$ cat src/rtl/multdiv_pkg.sv
// Shared types for the iterative multiply/divide unit: FSM states, adder op select,
// the most-negative operand constant and the Booth pair decoder.
package multdiv_pkg;

    localparam int MD_WIDTH = 32;
    localparam int MD_CNT_W = 6;
    localparam logic [MD_WIDTH-1:0] MIN_INT = 32'h8000_0000;

    typedef enum logic [1:0] {
        ST_IDLE = 2'd0,
        ST_MUL  = 2'd1,
        ST_DIV  = 2'd2,
        ST_DONE = 2'd3
    } md_state_e;

    typedef enum logic [1:0] {
        BOP_PASS = 2'd0,
        BOP_ADD  = 2'd1,
        BOP_SUB  = 2'd2
    } booth_op_e;

    // Radix-2 Booth: {q0, q-1} = 01 adds the multiplicand, 10 subtracts it.
    function automatic booth_op_e booth_decode(input logic [1:0] pair);
        booth_op_e op;
        op = BOP_PASS;
        case (pair)
            2'b01:   op = BOP_ADD;
            2'b10:   op = BOP_SUB;
            default: op = BOP_PASS;
        endcase
        return op;
    endfunction

endpackage

$ cat src/rtl/multdiv_booth_step.sv
// Combinational add/sub/pass on a WIDTH+1-bit accumulator; Booth step for MUL,
// trial subtract for DIV. The extra bit keeps every sum exact.
module multdiv_booth_step
    import multdiv_pkg::*;
#(
    parameter int WIDTH = MD_WIDTH
) (
    input  logic [WIDTH:0] acc_i,
    input  logic [WIDTH:0] addend_i,
    input  booth_op_e      op_i,
    output logic [WIDTH:0] sum_o
);

    always_comb begin
        sum_o = acc_i;
        case (op_i)
            BOP_ADD: sum_o = acc_i + addend_i;
            BOP_SUB: sum_o = acc_i - addend_i;
            default: sum_o = acc_i;
        endcase
    end

endmodule

$ cat src/rtl/multdiv.sv
// Iterative signed multiply (Booth) / divide (restoring) unit with one-cycle RDY pulse.
// Define MULTDIV_EARLY_DIV0_EN to report divide-by-zero straight from the accept edge.
module multdiv
    import multdiv_pkg::*;
#(
    parameter int WIDTH = MD_WIDTH,
    parameter int CNT_W = MD_CNT_W
) (
    input  logic             clock,
    input  logic             reset,
    input  logic [WIDTH-1:0] data_operandA,
    input  logic [WIDTH-1:0] data_operandB,
    input  logic             ctrl_MULT,
    input  logic             ctrl_DIV,
    output logic [WIDTH-1:0] data_result,
    output logic             data_exception,
    output logic             data_resultRDY
);

    localparam int PW = 2*WIDTH + 1;
    localparam logic [CNT_W-1:0] LAST_CNT = CNT_W'(WIDTH);

    md_state_e        state_q, state_d;
    logic [CNT_W-1:0] cnt_q, cnt_d;
    logic [PW-1:0]    product_q, product_d;
    logic [WIDTH-1:0] mcand_q, mcand_d;
    logic             div0_q, div0_d;
    logic             ovf_q, ovf_d;
    logic             neg_q, neg_d;
    logic [WIDTH-1:0] result_q, result_d;
    logic             exc_q, exc_d;

    logic [WIDTH-1:0] min_val;
    generate
        if (WIDTH == MD_WIDTH) begin : g_min_pkg
            assign min_val = MIN_INT;
        end else begin : g_min_gen
            assign min_val = {1'b1, {(WIDTH-1){1'b0}}};
        end
    endgenerate

    logic [WIDTH-1:0] abs_a, abs_b;
    assign abs_a = data_operandA[WIDTH-1] ? -data_operandA : data_operandA;
    assign abs_b = data_operandB[WIDTH-1] ? -data_operandB : data_operandB;

    // product_q layout: MUL {upper, multiplier, q-1}; DIV {remainder, dividend/quotient, 0}.
    logic [WIDTH:0] step_acc, step_addend, step_sum;
    booth_op_e      step_op;
    logic [PW-1:0]  step_next;

    always_comb begin
        step_acc    = product_q[PW-1 -: WIDTH+1];
        step_addend = {1'b0, mcand_q};
        step_op     = BOP_SUB;
        if (state_q == ST_MUL) begin
            step_acc    = {product_q[PW-1], product_q[PW-1 -: WIDTH]};
            step_addend = {mcand_q[WIDTH-1], mcand_q};
            step_op     = booth_decode(product_q[1:0]);
        end
    end

    multdiv_booth_step #(.WIDTH(WIDTH)) u_step (
        .acc_i    (step_acc),
        .addend_i (step_addend),
        .op_i     (step_op),
        .sum_o    (step_sum)
    );

    // MUL keeps the exact WIDTH+1-bit sum, which is the arithmetic shift right by one.
    always_comb begin
        if (state_q == ST_MUL) begin
            step_next = {step_sum, product_q[WIDTH:1]};
        end else begin
            step_next = {(step_sum[WIDTH] ? step_acc[WIDTH-1:0] : step_sum[WIDTH-1:0]),
                         product_q[WIDTH-1:1], ~step_sum[WIDTH], 1'b0};
        end
    end

    logic [2*WIDTH-1:0] prod_full;
    logic [WIDTH-1:0]   quot_mag;
    logic               mul_ovf;
    assign prod_full = product_q[PW-1:1];
    assign quot_mag  = product_q[WIDTH:1];
    assign mul_ovf   = ~((&prod_full[2*WIDTH-1:WIDTH-1]) | ~(|prod_full[2*WIDTH-1:WIDTH-1]));

    always_comb begin
        state_d   = state_q;
        cnt_d     = cnt_q;
        product_d = product_q;
        mcand_d   = mcand_q;
        div0_d    = div0_q;
        ovf_d     = ovf_q;
        neg_d     = neg_q;
        result_d  = result_q;
        exc_d     = exc_q;

        case (state_q)
            ST_MUL, ST_DIV: begin
                if (cnt_q == LAST_CNT) begin
                    state_d = ST_DONE;
                    if (state_q == ST_MUL) begin
                        result_d = prod_full[WIDTH-1:0];
                        exc_d    = mul_ovf;
                    end else if (div0_q) begin
                        result_d = '0;
                        exc_d    = 1'b1;
                    end else begin
                        result_d = neg_q ? -quot_mag : quot_mag;
                        exc_d    = ovf_q;
                    end
                end else begin
                    product_d = step_next;
                    cnt_d     = cnt_q + 1'b1;
                end
            end
            ST_DONE: state_d = ST_IDLE;
            default: state_d = ST_IDLE;
        endcase

        // A new pulse restarts from any state; the aborted op never reaches DONE.
        if (ctrl_MULT | ctrl_DIV) begin
            cnt_d = '0;
            exc_d = 1'b0;
            if (ctrl_MULT) begin
                state_d   = ST_MUL;
                product_d = {{WIDTH{1'b0}}, data_operandB, 1'b0};
                mcand_d   = data_operandA;
            end else begin
                state_d   = ST_DIV;
                product_d = {{WIDTH{1'b0}}, abs_a, 1'b0};
                mcand_d   = abs_b;
                div0_d    = (data_operandB == '0);
                ovf_d     = (data_operandA == min_val) && (data_operandB == '1);
                neg_d     = data_operandA[WIDTH-1] ^ data_operandB[WIDTH-1];
`ifdef MULTDIV_EARLY_DIV0_EN
                if (data_operandB == '0) begin
                    state_d  = ST_DONE;
                    result_d = '0;
                    exc_d    = 1'b1;
                end
`endif
            end
        end
    end

    always_ff @(posedge clock) begin
        if (reset) begin
            state_q   <= ST_IDLE;
            cnt_q     <= '0;
            product_q <= '0;
            mcand_q   <= '0;
            div0_q    <= 1'b0;
            ovf_q     <= 1'b0;
            neg_q     <= 1'b0;
            result_q  <= '0;
            exc_q     <= 1'b0;
        end else begin
            state_q   <= state_d;
            cnt_q     <= cnt_d;
            product_q <= product_d;
            mcand_q   <= mcand_d;
            div0_q    <= div0_d;
            ovf_q     <= ovf_d;
            neg_q     <= neg_d;
            result_q  <= result_d;
            exc_q     <= exc_d;
        end
    end

    assign data_result    = result_q;
    assign data_exception = exc_q;
    assign data_resultRDY = (state_q == ST_DONE);

endmodule
$ cat config.mk
export PLATFORM = sky130hd
export DESIGN_NAME = multdiv
export DESIGN_NICKNAME = d
export VERILOG_FILES = /design/src/rtl/multdiv_pkg.sv /design/src/rtl/multdiv_booth_step.sv /design/src/rtl/multdiv.sv
export SDC_FILE = /design/constraint.sdc
export NUM_CORES = 1
export LEC_CHECK = 0
export ABC_AREA = 1
export ABC_CLOCK_PERIOD_IN_PS = 10500
export CAP_MARGIN = 20
export CORE_MARGIN = 1
export CORE_UTILIZATION = 62
export CTS_BUF_LIST = sky130_fd_sc_hd__clkbuf_4 sky130_fd_sc_hd__clkbuf_8
export CTS_CLUSTER_DIAMETER = 40
export CTS_CLUSTER_SIZE = 12
export DETAILED_ROUTE_END_ITERATION = 8
export HOLD_SLACK_MARGIN = 0.06
export PLACE_DENSITY = 0.94
export RECOVER_POWER = 50
export SLEW_MARGIN = 40
export SYNTH_ARGS = -nofsm -noshare
export SYNTH_HDL_FRONTEND = slang
export SYNTH_SLANG_ARGS = --single-unit
$ cat constraint.sdc
create_clock -name clock -period 10.5 [get_ports clock]
set_input_delay 2.625 -clock clock [delete_from_list [all_inputs] [get_ports clock]]
set_output_delay 2.625 -clock clock [all_outputs]
set_load 0.1 [all_outputs]
Yosys cells after proc, flatten, opt, wreduce, memory -nomap -nowiden:

Cells that the tools add are included.
Widths: inputs -> output; s select.

* output and inout bits: 34
* bits of input ports: 68
* bits in writable memories: 0
* ROM bits: 0
* flip-flop bits (word level): 141
* logic and storage cells: 69
* latch bits: 0
* memories: 0

* eq/ne operators: 12
* reduce and logical (&&, ||, !) cells: 11
* $add $sub $neg: 6
* multiply operators: 0
* $lt $le $gt $ge: 0
* shifts and indexed selects: 0
* bitwise gates (word level): 8
* div/mod/pow operators: 0
* multiplexer cells: 23

Operator list (number)
* $mux 65: 4
* $mux 32: 8
* $neg 32->32: 3
* $mux 33: 2
* $pmux 33 s2: 1
* $eq 32x32->1 const B: 2
* $add 33x33->33: 1
* $reduce_and 33->1: 1
* $reduce_or 33->1: 1
* $sub 33x33->33: 1
* $logic_not 32->1: 1
* $mux 2: 5
* $eq 2x2->1 const B: 4
* $reduce_and 2->1: 4
* $add 6x1->6 const B: 1
* $eq 2x1->1 const B: 3
* $eq 6x6->1 const B: 1
* $not 1->1: 5
* $pmux 2 s2: 1
* $reduce_or 2->1: 2
* $ne 3x3->1 const B: 1
* $mux 1: 2
* $ne 2x1->1 const B: 1
* $or 1x1->1: 2
* 3 further kinds: 3

Depth between registers and ports, before layout:

Gate-level depths: netlist (run 1).

* word-level depth: 10
* mapped depth: 31
* mapped depth without buffers: 31

By module:

From an unflattened synthesis (run 1), not the netlist that was laid out.

* cells, all modules: 2481
* area, all modules: 14194.9 µm²

Modules (own cells, without submodules)
* multdiv: sequential area each 2822.7 µm², instances 1, cells an instance 1691, area each 10317.4 µm²
* multdiv_booth_step: sequential area each 0.0 µm², instances 1, cells an instance 790, area each 3877.5 µm²

Worst setup path before layout (run 1):

Ideal clock, no wire load.

* path type: input port to flip-flop
* start point: in data_operandB[1]
* end point: reg mcand_q[30]
* setup time: 0.109 ns
* buffers on the path: 0
* cell stages on the path: 15
* data arrival time: 4.043 ns
* setup slack: 6.348 ns
* path through: inv_1 -> ha_1 -> nand3_1 -> nor3_2 -> nand3_1 -> nor2_1 -> nand2_1 -> inv_1 -> nand3_1 -> nand2_1 -> o21ai_0 -> nand2_1 -> o211ai_1 -> nand2_1 -> inv_1

* cells in the longest elaborated chain, start to end: 3

Ends and longest elaborated chain
* start, declared: RTL line multdiv.sv:12 `input logic [WIDTH-1:0] data_operandB,`
* $neg 32->32: RTL line multdiv.sv:44 `assign abs_b = data_operandB[WIDTH-1] ? -data_operandB : data_operandB;`
* $mux 32: RTL line multdiv.sv:44
* $mux 32: RTL line multdiv.sv:124 `if (ctrl_MULT) begin`
* end signal, assigned: RTL line multdiv.sv:161 `mcand_q <= mcand_d;`
* end, declared: RTL line multdiv.sv:26 `logic [WIDTH-1:0] mcand_q, mcand_d;`

Every way passes these cells.
A chain may end at the register's enable or synchronous reset.

Final worst setup path (run 1):

* start point: in ctrl_DIV
* end point: reg product_q[6]

* cells in the longest elaborated chain, start to end: 3

Ends and longest elaborated chain
* start, declared: RTL line multdiv.sv:14 `input logic ctrl_DIV,`
* $or 1x1->1 *: RTL line multdiv.sv:121 `if (ctrl_MULT | ctrl_DIV) begin`
* $ne 2x1->1 (no source line) / $reduce_bool 2->1 (equally long branches)
* $reduce_and 2->1 (no source line)
* end signal, assigned: RTL line multdiv.sv:160 `product_q <= product_d;`
* end, declared: RTL line multdiv.sv:25 `logic [PW-1:0] product_q, product_d;`

Every way passes the cells marked *; elsewhere a longest branch is shown, timed or not.

==> results of run 1 <==
-- power by group through the flow --
stage	clock (mW)	sequential, mW	combinational, mW
after floorplan	0	0.595	0.519
after global placement	0	0.606	0.680
after detailed placement	0	0.607	0.697
after CTS	0.462	0.595	0.701
after global routing	0.486	0.600	0.795
final	0.465	0.598	0.724
-- Yosys cell counts, types with 18 or more instances --
cell type	n	area, um2
nand2_1	674	2530
inv_1	327	1230
o21ai_0	206	1030
nand3_1	188	941
nor2_1	166	623
dfxtp_1	141	2820
a21oi_1	106	531
clkbuf_1	90	338
a31oi_1	68	425
xor2_1	57	499
nand3_2	48	480
ha_1	42	526
a21oi_2	32	280
nor3_1	25	125
nand4_1	23	144
nor4_1	23	144
xnor2_1	18	158
-- critical path: stages --
cell and delay [ns]:
clkdlybuf4s50_1 0.47, nor2_4 0.13, clkbuf_1 1.67, inv_1 1.04
nor2_4 0.32, buf_4 0.58, a221oi_1 0.13, a221oi_1 0.34
-- cell families after synthesis --
family	count (synthesis)	share of synthesized area [%]
compound gates	486	20.0
buf+inv	449	12.5
mux	1	0.0712
fa+ha+maj	43	3.88
flops	141	20.1
xor+xnor	75	4.67
simple gates	1213	38.8
-- registers in the layout (all words and copies together) (netlist names) --
| signal | flops |
|---|---|
| mcand_q | 32 |
| data_result | 32 |
| product_q | 65 |
| div0_q | 1 |
| cnt_q | 6 |
| state_q | 2 |
| ovf_q | 1 |
| data_exception | 1 |
| neg_q | 1 |
-- worst paths after layout --
kind,startpoint,endpoint,slack [ns],cells past startpoint
setup / recovery,ctrl_DIV,product_q[6],3.50,8
hold / removal,cnt_q[5],cnt_q[5],0.49,2
setup reg to reg,state_q[0],product_q[38],5.14,25
hold reg to reg,cnt_q[5],cnt_q[5],0.49,2
-- metal layers --
| metal | share of wire (%) | vias up |
|---|---|---|
| met5 | 0 | - |
| met4 | 6.9 | 0 |
| met3 | 11 | 249 |
| met2 | 45 | 1082 |
| met1 | 37 | 7453 |
| li1 | - | 7951 |
-- metrics by stage --
stage | setup slack (ns) | utilization [%] | hold WS, ns
final | 3.50 | 69.3 | 0.488
after floorplan | 6.35 | - | 0.445
after global routing | 3.24 | 69.3 | 0.513
after detailed placement | 5.07 | 67.8 | 0.475
after global placement | 5.12 | 68.5 | 0.454
after CTS | 5.39 | 69.6 | 0.489
-- layout make-up --
class                   count  area (um2)  share of cell area, %
clock buffers              18         248                   1.62
clock inverters            14         149                  0.975
inverters                 334        1250                   8.21
multi-input cells        1818        9540                   62.5
flip-flops and latches    141        2820                   18.5
well taps                 280         350                   2.29
repair buffers            119         911                   5.96
==> implementation parameters, run 1 <==
Parameter                              Value

Floorplan
  Die outline height    approximately 150 um
  Top-level port count    slightly above 100
  Area of the core    0.0220 mm2
  Die span in x    roughly 150 um
  Starting density of the core    63.9%
  Floorplan row count    between 50 and 60
  Floorplan die area    0.0233 mm2

GRT
  Met1 Track Usage GR    50.4%
  Met2 usage in global routing    69.1%
  Antenna violations before repair    0
  Maximum number of pins on one net before global-route repair    71
  Global-route met3 utilization    8.25%
  Global-route congestion overflow total    0
  Wire length of the first global-routing pass    slightly below 80000 um
  Via count of the first global-routing pass    about 15000
  Overall track demand over capacity in global routing    42.0%
  GR peak layer    met2

Power
  Total internal power    0.998 mW
  Combinational fraction of design power    around two fifths
  Post-route total power    around 1.8 mW
  Net load switching power    0.789 mW
  Switching Share    44.1%
  Relative contribution of sequential cells to total power    33.4%
  Worst ir drop on vdd    0.0729 mV
  Power per Cell Area    between 100 and 150 mW/mm2
  Clock network fraction of total power    26.0%
  Pleak    roughly 6.9 nW

Synthesis
  Number of standard cells after synthesis    between 2000 and 2500
  Syn nets    between 2000 and 3000
  Distinct cell type count of the synthesized netlist    53
  Sequential element share of the synthesized area    20.1%
  Ys flop type    dfxtp_1
  Number of register bits inferred by synthesis    141
  Async set-or-reset flop fraction in the synthesized netlist    0%
  Count of flip-flops with a built-in enable after synthesis    0
  Post-Synthesis Cell Area    0.0141 mm2
  Avg Cell Area, Syn    5.84 um2
  Total of warnings raised by yosys    0

Drt
  Number of DRC violations after detailed routing    0
  Count of antenna-violating nets left after detailed routing    0
  Via count    ~17000
  Routed wirelength normalized by instance count    roughly 18 um
  Number of iterations in the first detailed-routing pass    8
  Iteration-0 DRC Markers    1962
  Post-detailed-routing wire length    about 49000 um
  Vias per inst    around 6

Clock network
  Clk pin slew, worst setup/hold paths    0.10 ns
  CTS resizes    0
  Number of sinks on the clock net    around 140
  Clock buffers created by TritonCTS    17
  Count of H-tree levels built during CTS    4
  Source-to-sink clock delay at the later pin of the worst-skew pair    0.47 ns
  Clock Tree Buf Depth    2
  Clock tree root buffer cell    clkbuf_8
  Post CTS Setup Buffer Count    0
  CTS tree    done
  Cts-stage hold buffer count    0

Layout
  Layout cell share with drive strength beyond 1    7.77%
  Area grow syn2layout    8.57%
  Antenna fix cells    0
  Finished layout cell area    0.0153 mm2
  Most frequent standard cell in the layout excluding fill and tap cells    nand2_1
  Final Instance Count excl. Fillers    ~2700
  Fill cell count    1983
  Most used cells in the layout excluding fill and tap cells    673 x nand2_1, 325 x inv_1, 206 x o21ai_0
  Layout Nets    2542

Place
  Number of placed cells counting well taps    2692
  Port buffer count    101
  Area of placed instances    0.0149 mm2
  Final HPWL DP    36600 um
  GP Congestion    between 1 and 1.5

STA
  Post-route clock period utilization    66.7%
  RSZ-0062 raised after global routing    no
  Clock Skew    0.0250 ns
  Actual transition at the worst max-transition pin    ~3.7 ns
  Setup-failing EPs final    0
  Setup TNS after final layout    0 ns
  Final critical path time including I/O delays and setup    7.00 ns
  Number of pins with negative max-slew slack in the final report    173
  Final hold vios    0
  Achievable Freq    143 MHz
  Relative slew margins    -147%

Run
  Max capacitance violation total    3

Critical path
  Required time worst endpoint    10.84 ns
  Crit Path Category    in -> reg
  Kind of start point of the critical path    primary input
  Arrival time worst endpoint    7.35 ns
  Endpoint class of the critical path    register
  Peak fanout along the critical path    54

Worst hold path
  Type of the most critical hold path    reg -> reg

Outcome
  Result of the run    finished, violations left
  Violated checks    max-capacitance violations, max-slew violations
Note: power is estimated with default switching activity, not from simulation.
==> run 2: changes to the inputs <==
--- a/config.mk
+++ b/config.mk
@@ -6,7 +6,7 @@
 export NUM_CORES = 1
 export LEC_CHECK = 0
 export ABC_AREA = 1
-export ABC_CLOCK_PERIOD_IN_PS = 10500
+export ABC_CLOCK_PERIOD_IN_PS = 6500
 export CAP_MARGIN = 20
 export CORE_MARGIN = 1
 export CORE_UTILIZATION = 62
==> constraint.sdc (replaced) <==
create_clock -name clock -period 6.5 [get_ports clock]
set_input_delay 1.625 -clock clock [delete_from_list [all_inputs] [get_ports clock]]
set_output_delay 1.625 -clock clock [all_outputs]
set_load 0.1 [all_outputs]
==> implementation parameters, run 2 (same netlist as run 1, synthesis figures left out) <==
Parameter                              Value

Outcome
  Result of the run    finished, violations left (unchanged)
  Violated checks    max-capacitance violations, max-slew violations (unchanged)

STA
  RSZ-0062 raised after global routing    no (unchanged)
  Clock Skew    0.0241 ns (was 0.0250 ns)
  Achievable Freq    178 MHz
  Final critical path time including I/O delays and setup    approximately 5.6 ns
  Number of pins with negative max-slew slack in the final report    141 (was 173)
  Relative slew margins    -145% (was -147%)
  Final hold vios    0 (unchanged)
  Post-route clock period utilization    86.4%
  Setup TNS after final layout    0 ns (unchanged)
  Setup-failing EPs final    0 (unchanged)
  Actual transition at the worst max-transition pin    3.68 ns (was 3.71 ns)

Layout
  Antenna fix cells    0 (unchanged)
  Top reg by flops    product_q (unchanged)
  Number of flip-flops under the largest register name    65 (unchanged)
  Final core utilization    69.5% (was 69.3%)
  Most frequent standard cell in the layout excluding fill and tap cells    nand2_1 (unchanged)
  Area grow syn2layout    8.89% (was 8.57%)
  Most used cells in the layout excluding fill and tap cells    674 x nand2_1, 325 x inv_1, 206 x o21ai_0 (was 673 x nand2_1, 325 x inv_1, 206 x o21ai_0)
  Layout cell share with drive strength beyond 1    7.76% (was 7.77%)
  Layout Nets    2545 (was 2542)

Power
  Power per Cell Area    190 mW/mm2 (was 117 mW/mm2)
  Post-route total power    2.91 mW (was 1.79 mW)
  Worst ir drop on vdd    0.147 mV (was 0.0729 mV)
  Pleak    6.95 nW (was 6.93 nW)

Critical path
  Buf+Inv Stages, Crit Path    4 (unchanged)
  Peak fanout along the critical path    22 (was 54)
  Cell Chain, Critical Path    dlygate4sd3_1, nor2_1, inv_1, clkbuf_1, nor2_4, clkbuf_1, o21ai_0, a21oi_1 (was clkdlybuf4s50_1, nor2_4, clkbuf_1, inv_1, nor2_4, buf_4, a221oi_1, a221oi_1)
  Required time worst endpoint    6.92 ns (was 10.84 ns)
  Library cell appearing most often on the critical path    clkbuf_1
  Kind of start point of the critical path    primary input (unchanged)
  Maximum single-stage delay on the critical path    1.15 ns (was 1.67 ns)
  Critical Path Slowest Stage Cell    nor2_1 (was clkbuf_1)
  Arrival time worst endpoint    6.04 ns (was 7.35 ns)
  Top Family by Delay on Critical Path    buffers and inverters (unchanged)
  Crit Path Category    in -> reg (unchanged)
  Endpoint class of the critical path    register (unchanged)

GRT
  Wire length of the first global-routing pass    81900 um (was 78700 um)
  Maximum number of pins on one net before global-route repair    66 (was 71)
  Overall track demand over capacity in global routing    44.0% (was 42.0%)
  Via count of the first global-routing pass    15799 (was 15428)
  Antenna violations before repair    0 (unchanged)
  Global-route congestion overflow total    0 (unchanged)

Clock network
  Post CTS Setup Buffer Count    0 (unchanged)
  CTS tree    done (unchanged)
  Clock tree root buffer cell    clkbuf_8 (unchanged)
  Source-to-sink clock delay at the later pin of the worst-skew pair    0.50 ns (was 0.47 ns)
  Number of sinks on the clock net    141 (unchanged)
  CTS resizes    0 (unchanged)
  Cts-stage hold buffer count    0 (unchanged)
  Clock Tree Buf Depth    2 (unchanged)
  Count of H-tree levels built during CTS    4 (unchanged)
  Clock buffers created by TritonCTS    17 (unchanged)
  Clk pin slew, worst setup/hold paths    0.11 ns (was 0.10 ns)

Floorplan
  Floorplan die area    0.0233 mm2 (unchanged)
  Area of the core    0.0220 mm2 (unchanged)
  Top-level port count    102 (unchanged)
  Die span in x    153 um (unchanged)
  Floorplan row count    54 (unchanged)
  Die outline height    153 um (unchanged)
  Starting density of the core    63.9% (unchanged)

Drt
  Number of iterations in the first detailed-routing pass    8 (unchanged)
  Number of DRC violations after detailed routing    0 (unchanged)
  Iteration-0 DRC Markers    1981 (was 1962)
  Via count    16992 (was 16735)
  Post-detailed-routing wire length    51600 um (was 49200 um)
  Vias per inst    6.23 (was 6.14)
  Count of antenna-violating nets left after detailed routing    0 (unchanged)
  Routed wirelength normalized by instance count    18.9 um (was 18.1 um)

Worst hold path
  Type of the most critical hold path    reg -> reg (unchanged)

Place
  GP Congestion    1.07 (was 1.18)
  Port buffer count    101 (unchanged)
  Final HPWL DP    38800 um (was 36600 um)

Run
  Max capacitance violation total    3 (unchanged)
==> run 2: worst reg2reg max path: stages (launching register included) <==
cell and delay, ns:
dfxtp_1 0.42, ha_4 0.52, o21ai_0 0.22, ha_1 0.44
inv_2 0.37, nand2_1 0.20, o21ai_0 0.21, nor2_1 0.10
xor2_1 0.31, ha_1 0.35, nand2_1 0.10, inv_1 0.04
nand2_1 0.05, and2_1 0.11, nand2_1 0.05, inv_1 0.05
nand2_1 0.06, inv_1 0.05, nand2_1 0.07, nand2_1 0.08
nand3_2 0.61, nand3_1 0.35, nand3_2 0.12, nand2_2 0.10
a21oi_2 0.05
==> run 2: where the power goes <==
| group | switching (mW) | leakage (nW) | internal, mW |
|---|---|---|---|
| Clock | 0.470 | 0.206 | 0.297 |
| Sequential | 0.0624 | 1.15 | 0.905 |
| Combinational | 0.799 | 5.59 | 0.380 |
| Total | 1.33 | 6.95 | 1.58 |
==> run 2: final timing paths <==
kind                                    start            end  slack [ns]  cells after the start
worst max-delay path                 ctrl_DIV   product_q[3]        0.88                      8
worst min-delay path            product_q[34]  product_q[34]        0.48                      2
worst max register to register     state_q[0]  product_q[35]        1.20                     24
worst min register to register  product_q[34]  product_q[34]        0.48                      2
==> run 2: layout make-up <==
| type | count | area (um2) |
|---|---|---|
| Clock buffer | 17 | 234 |
| Fill cell | 2018 | 6710 |
| Sequential cell | 141 | 2820 |
| Clock inverter | 15 | 183 |
| Inverter | 334 | 1250 |
| Multi-Input combinational cell | 1818 | 9530 |
| Tap cell | 280 | 350 |
| Timing Repair Buffer | 122 | 945 |
==> run 2: routing by layer <==
metal  vias to the layer above  track usage, %  part of all wire (%)
li1                       7959               -                     -
met1                      7627            52.2                    37
met2                      1140            71.9                    44
met3                       266            8.87                    11
met4                         0            29.8                   7.6
met5                         -               0                     0
==> run 2: per-stage QoR <==
step / worst slack [ns] / hold WS, ns / cell area (um2) / instances
final: 0.884 / 0.482 / 15300 / 2727
after global routing: 0.679 / 0.516 / 15300 / 2727
after CTS: 1.47 / 0.478 / 15400 / 2727
after detailed placement: 1.50 / 0.465 / 15000 / 2695
after global placement: 1.68 / 0.453 / 15100 / 2693
after floorplan: 2.51 / 0.445 / 14100 / 2408
